### src/rtl/uart_tx_arb_pkg.sv
// Shared definitions for the UART TX arbiter: FSM encoding, byte width and
// the default requester-idle timeout.
package uart_tx_arb_pkg;

    localparam int unsigned UART_DATA_W     = 8;
    localparam int unsigned DEFAULT_TIMEOUT = 255;

    typedef enum logic [1:0] {
        ST_IDLE = 2'd0,
        ST_SEND = 2'd1,
        ST_GAP  = 2'd2
    } arb_state_e;

endpackage : uart_tx_arb_pkg

### src/rtl/uart_tx_arb_rr_pick.sv
// Combinational round-robin selector.
// Ports:
//   req      - request vector
//   ptr      - index of the previous winner (lowest priority this round)
//   pick_oh  - one-hot winner, zero when no request
//   pick_idx - binary index of the winner
//   pick_any - at least one request present
module uart_tx_arb_rr_pick #(
    parameter int unsigned N     = 2,
    parameter int unsigned PTR_W = 1
) (
    input  logic [N-1:0]     req,
    input  logic [PTR_W-1:0] ptr,
    output logic [N-1:0]     pick_oh,
    output logic [PTR_W-1:0] pick_idx,
    output logic             pick_any
);

    // Search upward from ptr+1, wrapping modulo N; first hit wins.
    always_comb begin : p_pick
        int unsigned cand;
        logic [N-1:0] req_sh;
        cand     = 0;
        req_sh   = '0;
        pick_oh  = '0;
        pick_idx = '0;
        pick_any = 1'b0;
        for (int unsigned i = 1; i <= N; i++) begin
            cand   = (32'(ptr) + i) % N;
            req_sh = req >> cand;
            if (!pick_any && req_sh[0]) begin
                pick_any = 1'b1;
                pick_oh  = N'(1) << cand;
                pick_idx = PTR_W'(cand);
            end
        end
    end

endmodule : uart_tx_arb_rr_pick

### src/rtl/uart_tx_arb.sv
// Round-robin arbiter sharing the UART TX data register among NUM_REQ
// byte-stream requesters. A grant lasts for a whole message (up to the byte
// flagged last) or until the owner stays idle for TIMEOUT_CYCLES cycles.
// Ports:
//   ACLK, ARESETn   - clock, asynchronous active-low reset
//   req_valid/data/last/ready - per-requester byte stream (ready is combinational)
//   tx_ready        - UART TX can take one byte
//   tx_data_reg_wr  - one-cycle write strobe, tx_data - byte written
//   grant           - one-hot owner, busy - message in progress
//   timeout_evt     - one-cycle pulse when a grant is revoked by timeout
module uart_tx_arb
    import uart_tx_arb_pkg::*;
#(
    parameter int unsigned NUM_REQ        = 2,
    parameter int unsigned TIMEOUT_CYCLES = DEFAULT_TIMEOUT,
    parameter int unsigned TO_W           = 8
) (
    input  logic                           ACLK,
    input  logic                           ARESETn,
    input  logic [NUM_REQ-1:0]             req_valid,
    input  logic [UART_DATA_W*NUM_REQ-1:0] req_data,
    input  logic [NUM_REQ-1:0]             req_last,
    output logic [NUM_REQ-1:0]             req_ready,
    input  logic                           tx_ready,
    output logic                           tx_data_reg_wr,
    output logic [UART_DATA_W-1:0]         tx_data,
    output logic [NUM_REQ-1:0]             grant,
    output logic                           busy,
    output logic                           timeout_evt
);

    localparam int unsigned PTR_W = (NUM_REQ > 1) ? $clog2(NUM_REQ) : 1;
    localparam logic [TO_W-1:0] TO_LIMIT = TO_W'(TIMEOUT_CYCLES - 1);

    arb_state_e             state_q,   state_d;
    logic [NUM_REQ-1:0]     grant_q,   grant_d;
    logic [PTR_W-1:0]       gidx_q,    gidx_d;
    logic [PTR_W-1:0]       rr_ptr_q,  rr_ptr_d;
    logic                   busy_q,    busy_d;
    logic                   wr_q,      wr_d;
    logic                   last_q,    last_d;
    logic                   to_evt_q,  to_evt_d;
    logic [UART_DATA_W-1:0] tx_data_q, tx_data_d;
    logic [TO_W-1:0]        to_cnt_q,  to_cnt_d;

    logic [NUM_REQ-1:0]     pick_oh;
    logic [PTR_W-1:0]       pick_idx;
    logic                   pick_any;

    logic                   sel_valid;
    logic                   sel_last;
    logic [UART_DATA_W-1:0] sel_data;
    logic                   accept;

    uart_tx_arb_rr_pick #(
        .N     (NUM_REQ),
        .PTR_W (PTR_W)
    ) u_rr_pick (
        .req      (req_valid),
        .ptr      (rr_ptr_q),
        .pick_oh  (pick_oh),
        .pick_idx (pick_idx),
        .pick_any (pick_any)
    );

    // Owner's stream, selected through the one-hot grant.
    always_comb begin
        sel_valid = |(grant_q & req_valid);
        sel_last  = |(grant_q & req_last);
        sel_data  = '0;
        for (int unsigned i = 0; i < NUM_REQ; i++) begin
            if (grant_q[i]) begin
                sel_data = req_data[i*UART_DATA_W +: UART_DATA_W];
            end
        end
    end

    // Bytes are only taken in SEND, so GAP gives the UART a cycle to update tx_ready.
    always_comb begin
        accept    = (state_q == ST_SEND) && sel_valid && tx_ready;
        req_ready = ((state_q == ST_SEND) && tx_ready) ? (grant_q & req_valid) : '0;
    end

    // Next-state and registered-output logic.
    always_comb begin
        state_d   = state_q;
        grant_d   = grant_q;
        gidx_d    = gidx_q;
        rr_ptr_d  = rr_ptr_q;
        busy_d    = busy_q;
        wr_d      = 1'b0;
        last_d    = last_q;
        to_evt_d  = 1'b0;
        tx_data_d = tx_data_q;
        to_cnt_d  = to_cnt_q;

        unique case (state_q)
            ST_IDLE: begin
                if (pick_any) begin
                    grant_d  = pick_oh;
                    gidx_d   = pick_idx;
                    busy_d   = 1'b1;
                    to_cnt_d = '0;
                    state_d  = ST_SEND;
                end
            end
            ST_SEND: begin
                if (accept) begin
                    tx_data_d = sel_data;
                    wr_d      = 1'b1;
                    last_d    = sel_last;
                    to_cnt_d  = '0;
                    state_d   = ST_GAP;
                end else if (!sel_valid) begin
                    // Only an idle owner counts; UART backpressure holds the count.
                    if (to_cnt_q == TO_LIMIT) begin
                        to_evt_d = 1'b1;
                        grant_d  = '0;
                        busy_d   = 1'b0;
                        rr_ptr_d = gidx_q;
                        to_cnt_d = '0;
                        state_d  = ST_IDLE;
                    end else begin
                        to_cnt_d = to_cnt_q + TO_W'(1);
                    end
                end
            end
            ST_GAP: begin
                if (last_q) begin
                    grant_d  = '0;
                    busy_d   = 1'b0;
                    rr_ptr_d = gidx_q;
                    state_d  = ST_IDLE;
                end else begin
                    state_d  = ST_SEND;
                end
            end
            default: begin
                state_d = ST_IDLE;
            end
        endcase
    end

    // State and output registers.
    always_ff @(posedge ACLK or negedge ARESETn) begin
        if (!ARESETn) begin
            state_q   <= ST_IDLE;
            grant_q   <= '0;
            gidx_q    <= '0;
            rr_ptr_q  <= PTR_W'(NUM_REQ - 1);
            busy_q    <= 1'b0;
            wr_q      <= 1'b0;
            last_q    <= 1'b0;
            to_evt_q  <= 1'b0;
            tx_data_q <= '0;
            to_cnt_q  <= '0;
        end else begin
            state_q   <= state_d;
            grant_q   <= grant_d;
            gidx_q    <= gidx_d;
            rr_ptr_q  <= rr_ptr_d;
            busy_q    <= busy_d;
            wr_q      <= wr_d;
            last_q    <= last_d;
            to_evt_q  <= to_evt_d;
            tx_data_q <= tx_data_d;
            to_cnt_q  <= to_cnt_d;
        end
    end

    assign tx_data_reg_wr = wr_q;
    assign tx_data        = tx_data_q;
    assign grant          = grant_q;
    assign busy           = busy_q;
    assign timeout_evt    = to_evt_q;

endmodule : uart_tx_arb

### config.mk
export PLATFORM = sky130hd
export DESIGN_NAME = uart_tx_arb
export DESIGN_NICKNAME = d
export VERILOG_FILES = /design/src/rtl/uart_tx_arb_pkg.sv /design/src/rtl/uart_tx_arb_rr_pick.sv /design/src/rtl/uart_tx_arb.sv
export SDC_FILE = /design/constraint.sdc
export NUM_CORES = 1
export LEC_CHECK = 0
export CAP_MARGIN = 20
export CORE_AREA = 8 8 69 71
export CTS_CLUSTER_DIAMETER = 200
export DETAILED_ROUTE_END_ITERATION = 7
export DIE_AREA = 0 0 77 79
export DONT_BUFFER_PORTS = 1
export GPL_ROUTABILITY_DRIVEN = 1
export GPL_TIMING_DRIVEN = 0
export PLACE_DENSITY = 0.64
export SYNTH_ARGS = -nofsm -noshare
export SYNTH_HDL_FRONTEND = slang
export SYNTH_HIERARCHICAL = 1
export SYNTH_SLANG_ARGS = --single-unit
### constraint.sdc
create_clock -name ACLK -period 2.04 [get_ports ACLK]
set_input_delay 0.204 -clock ACLK [delete_from_list [all_inputs] [get_ports ACLK]]
set_output_delay 0.204 -clock ACLK [all_outputs]
set_load 0.02 [all_outputs]
==> metrics, run 1 <==
status finished clean; Starting Density 0.388; r2r setup slk 220 ps; Overall Power 2.19 mW; largest net degree at the start of global routing 27; share of post-route cells with drive strength above 1 0.153; DP Worst Slack 171 ps; Synth top area share 0.425; Area contributors post-synth dfrtp_1 (42%), nor2_1 (6.6%), ha_1 (5.1%), a221oi_1 (4.8%), mux2_2 (3.8%); global placement routability congestion 0.849; CP max FO 7; H-Tree Depth 1; final worst setup slack about 220 ps; max cap viols 0; NumNets Final around 190; Post-synth EDFFs 0; CTS tree yes; # port buffers 0; WP data required between 2000 and 2500 ps; drt via density 5.44; drc violations 0; IO Pins 38; Post-Route Skew 2.04 ps; TritonCTS buffer count 3; Worst Path Arrival 1980 ps; Pwr Density 1350 nW/um^2; Synth warnings 6; Area Growth Syn to Fin 9.94%; Hold Vio Cnt, Final 0; DIE WIDTH 77 um; Avg WL per Cell around 16 um; vias in the first global route 1168; top_reg_cell synth dfrtp_1; Sum Neg Setup Slack 0 ps; crit path capture grant[1]; global-route wire length before repair 5.69 mm; fin. max-slew vios 0; fin crit share 0.893; kind of critical path reg2reg; sequential-to-total area share from yosys stat 0.443; global route overflow 0; Reg-to-Reg End grant[1]; Root Driver clkbuf_8; CTS max path bufs 2; Vias 1127; final hold slack 88.9 ps; clock latency on the worst-skew pair about 270 ps; initial antenna violation count 0; synthesized flop and latch total 26; Cells after Synth 151; Cell Rows 23; crit path launch to_cnt_q[0]; class of the worst hold path in2reg; DR iter-0 viols between 50 and 60; Total Wirelength 3.27 mm; crit end category flip-flop; Worst-Margin Slew 449 ps; die area about 6100 um^2; Netlist cell types 39; Mean Syn Cell Area 9.75 um^2; Setup Buffers After CTS 0; final setup fails 0; Tot GR Track Use 0.113; Core ar. 3800 um^2; Worst VDD drop 0.419 mV; Mapped Nets 180; Die Span Y 79 um; RSZ-0062 raised after global routing false; startpoint types flip-flop; RR Startpoint to_cnt_q[0]; Worst Reg-to-Reg Cells 6; Mapped Area between 1000 and 1500 um^2; DR pass1 iterations 4; Slew Limit Headroom 0.701; clk sinks 26; leading area contributor after synthesis dfrtp_1; Leakage Power 0.743 nW; fmax 549 MHz; n_diodes 0; Synth async-reset ratio 1.00; Detail Placement HPWL between 2 and 3 mm; crit path time final 1820 ps; Post-DRT Antenna Nets 0; post-layout util 0.426; Clk pin slew, worst setup/hold paths 80 ps
## layout by cell type (no fill, tap or decap), drive strengths merged, types with 2 or more instances in the layout
cell / count
nand3: 5
buf: 8
and3: 4
a32o: 3
nand2b: 4
mux2: 5
ha: 6
dfrtp: 25
inv: 8
a21oi: 3
nand2: 11
or2: 4
nor2: 26
o21ai: 6
a221oi: 9
o211ai: 3
clkbuf: 5
a21boi: 2
nor2b: 4
a22o: 4
a41o: 2
## per-layer routing
| metal | track usage | vias up | share of wire |
|---|---|---|---|
| met5 | 0 | - | 0 |
| met4 | 0.0453 | 0 | 0.014 |
| met3 | 0.0418 | 5 | 0.096 |
| met2 | 0.186 | 40 | 0.48 |
| met1 | 0.130 | 530 | 0.41 |
| li1 | - | 552 | - |
## final cells by class
type                    count  area, um^2
repair buffers              2        30.0
flip-flops and latches     26         652
plain buffers               8        50.0
inverters                   8        30.0
multi-input cells         109         749
clock buffers               4        45.0
fillers                   384        2180
well taps                  50        62.6
## worst min path at each step
| stage | from | slack (ps) | to | cells after the start |
|---|---|---|---|---|
| detailed placement | ARESETn | -90 | tx_data[0] | 0 |
| floorplan | ARESETn | -90 | busy | 0 |
| global placement | ARESETn | -90 | tx_data[3] | 0 |
| global route | req_data[5] | 100 | tx_data[5] | 2 |
| finish | req_data[0] | 90 | tx_data[0] | 2 |
| CTS | req_data[0] | 80 | tx_data[0] | 2 |
## logic make-up (layout without fill, tap and decap cells)
group,Yosys count,count (layout),synth area share
compound gates,36,36,0.209
xor+xnor,1,1,0.00595
buf+inv,16,22,0.0535
mux,6,6,0.0450
fa+ha+maj,6,6,0.0510
flops,26,26,0.443
simple gates,60,60,0.193
## where the power goes
group | leakage, nW | internal (mW) | switching (mW) | total [mW]
Clock | 0.0228 | 0.140 | 0.155 | 0.295
Sequential | 0.330 | 0.700 | 0.302 | 1.00
Combinational | 0.391 | 0.389 | 0.500 | 0.890
## critical path, stage by stage (launching register included)
cell and delay (ps):
dfrtp_1 460, inv_1 70, ha_1 190, and3_1 180
and3_1 210, o211ai_2 240, mux2_2 370
## timing repair
item | in CTS | in global routing
endpoints found under the hold margin | 26 | 0
hold buffers | 2 | 0
setup endpoints to repair | 0 | 3
resized for setup | 0 | 3
## state kept, by name, indices dropped and copies added, names as in the netlist
name,flops
to_cnt_q,8
tx_data,8
grant,2
state_q,2
busy,1
gidx_q,1
last_q,1
rr_ptr_q,1
timeout_evt,1
tx_data_reg_wr,1
## metrics by stage
step                      std cells  instance area, um^2
after floorplan                 151                 1470
after global placement          201                 1540
after detailed placement        201                 1540
after CTS                       207                 1610
after global routing            207                 1620
final                           207                 1620
## Yosys cell counts, types with 2 or more instances
master,number
o21ai_0,5
mux2_2,5
a22o_1,4
ha_1,6
nor2b_1,4
a21oi_1,3
buf_2,3
dfrtp_1,25
a221oi_1,8
and3_1,4
a32o_1,3
a41o_1,2
nand3_1,4
nor2_1,26
o211ai_1,2
inv_1,8
nand2b_1,4
or2_2,2
buf_4,2
a21boi_1,2
nand2_1,11
Note: power is estimated with default switching activity, not from simulation.
==> run 2: changes to the inputs <==
--- a/config.mk
+++ b/config.mk
@@ -14,6 +14,7 @@
 export GPL_ROUTABILITY_DRIVEN = 1
 export GPL_TIMING_DRIVEN = 0
 export PLACE_DENSITY = 0.64
+export SKIP_LAST_GASP = 1
 export SYNTH_ARGS = -nofsm -noshare
 export SYNTH_HDL_FRONTEND = slang
 export SYNTH_HIERARCHICAL = 1
==> results of run 2 <==
Same layout as run 1: the final DEF is identical, and so are final timing and power.
==> run 3: changes to the inputs <==
--- a/config.mk
+++ b/config.mk
@@ -5,7 +5,7 @@
 export SDC_FILE = /design/constraint.sdc
 export NUM_CORES = 1
 export LEC_CHECK = 0
-export CAP_MARGIN = 20
+export CAP_MARGIN = 10
 export CORE_AREA = 8 8 69 71
 export CTS_CLUSTER_DIAMETER = 200
 export DETAILED_ROUTE_END_ITERATION = 7
==> results of run 3 <==
Same layout as run 1: the final DEF is identical, and so are final timing and power.
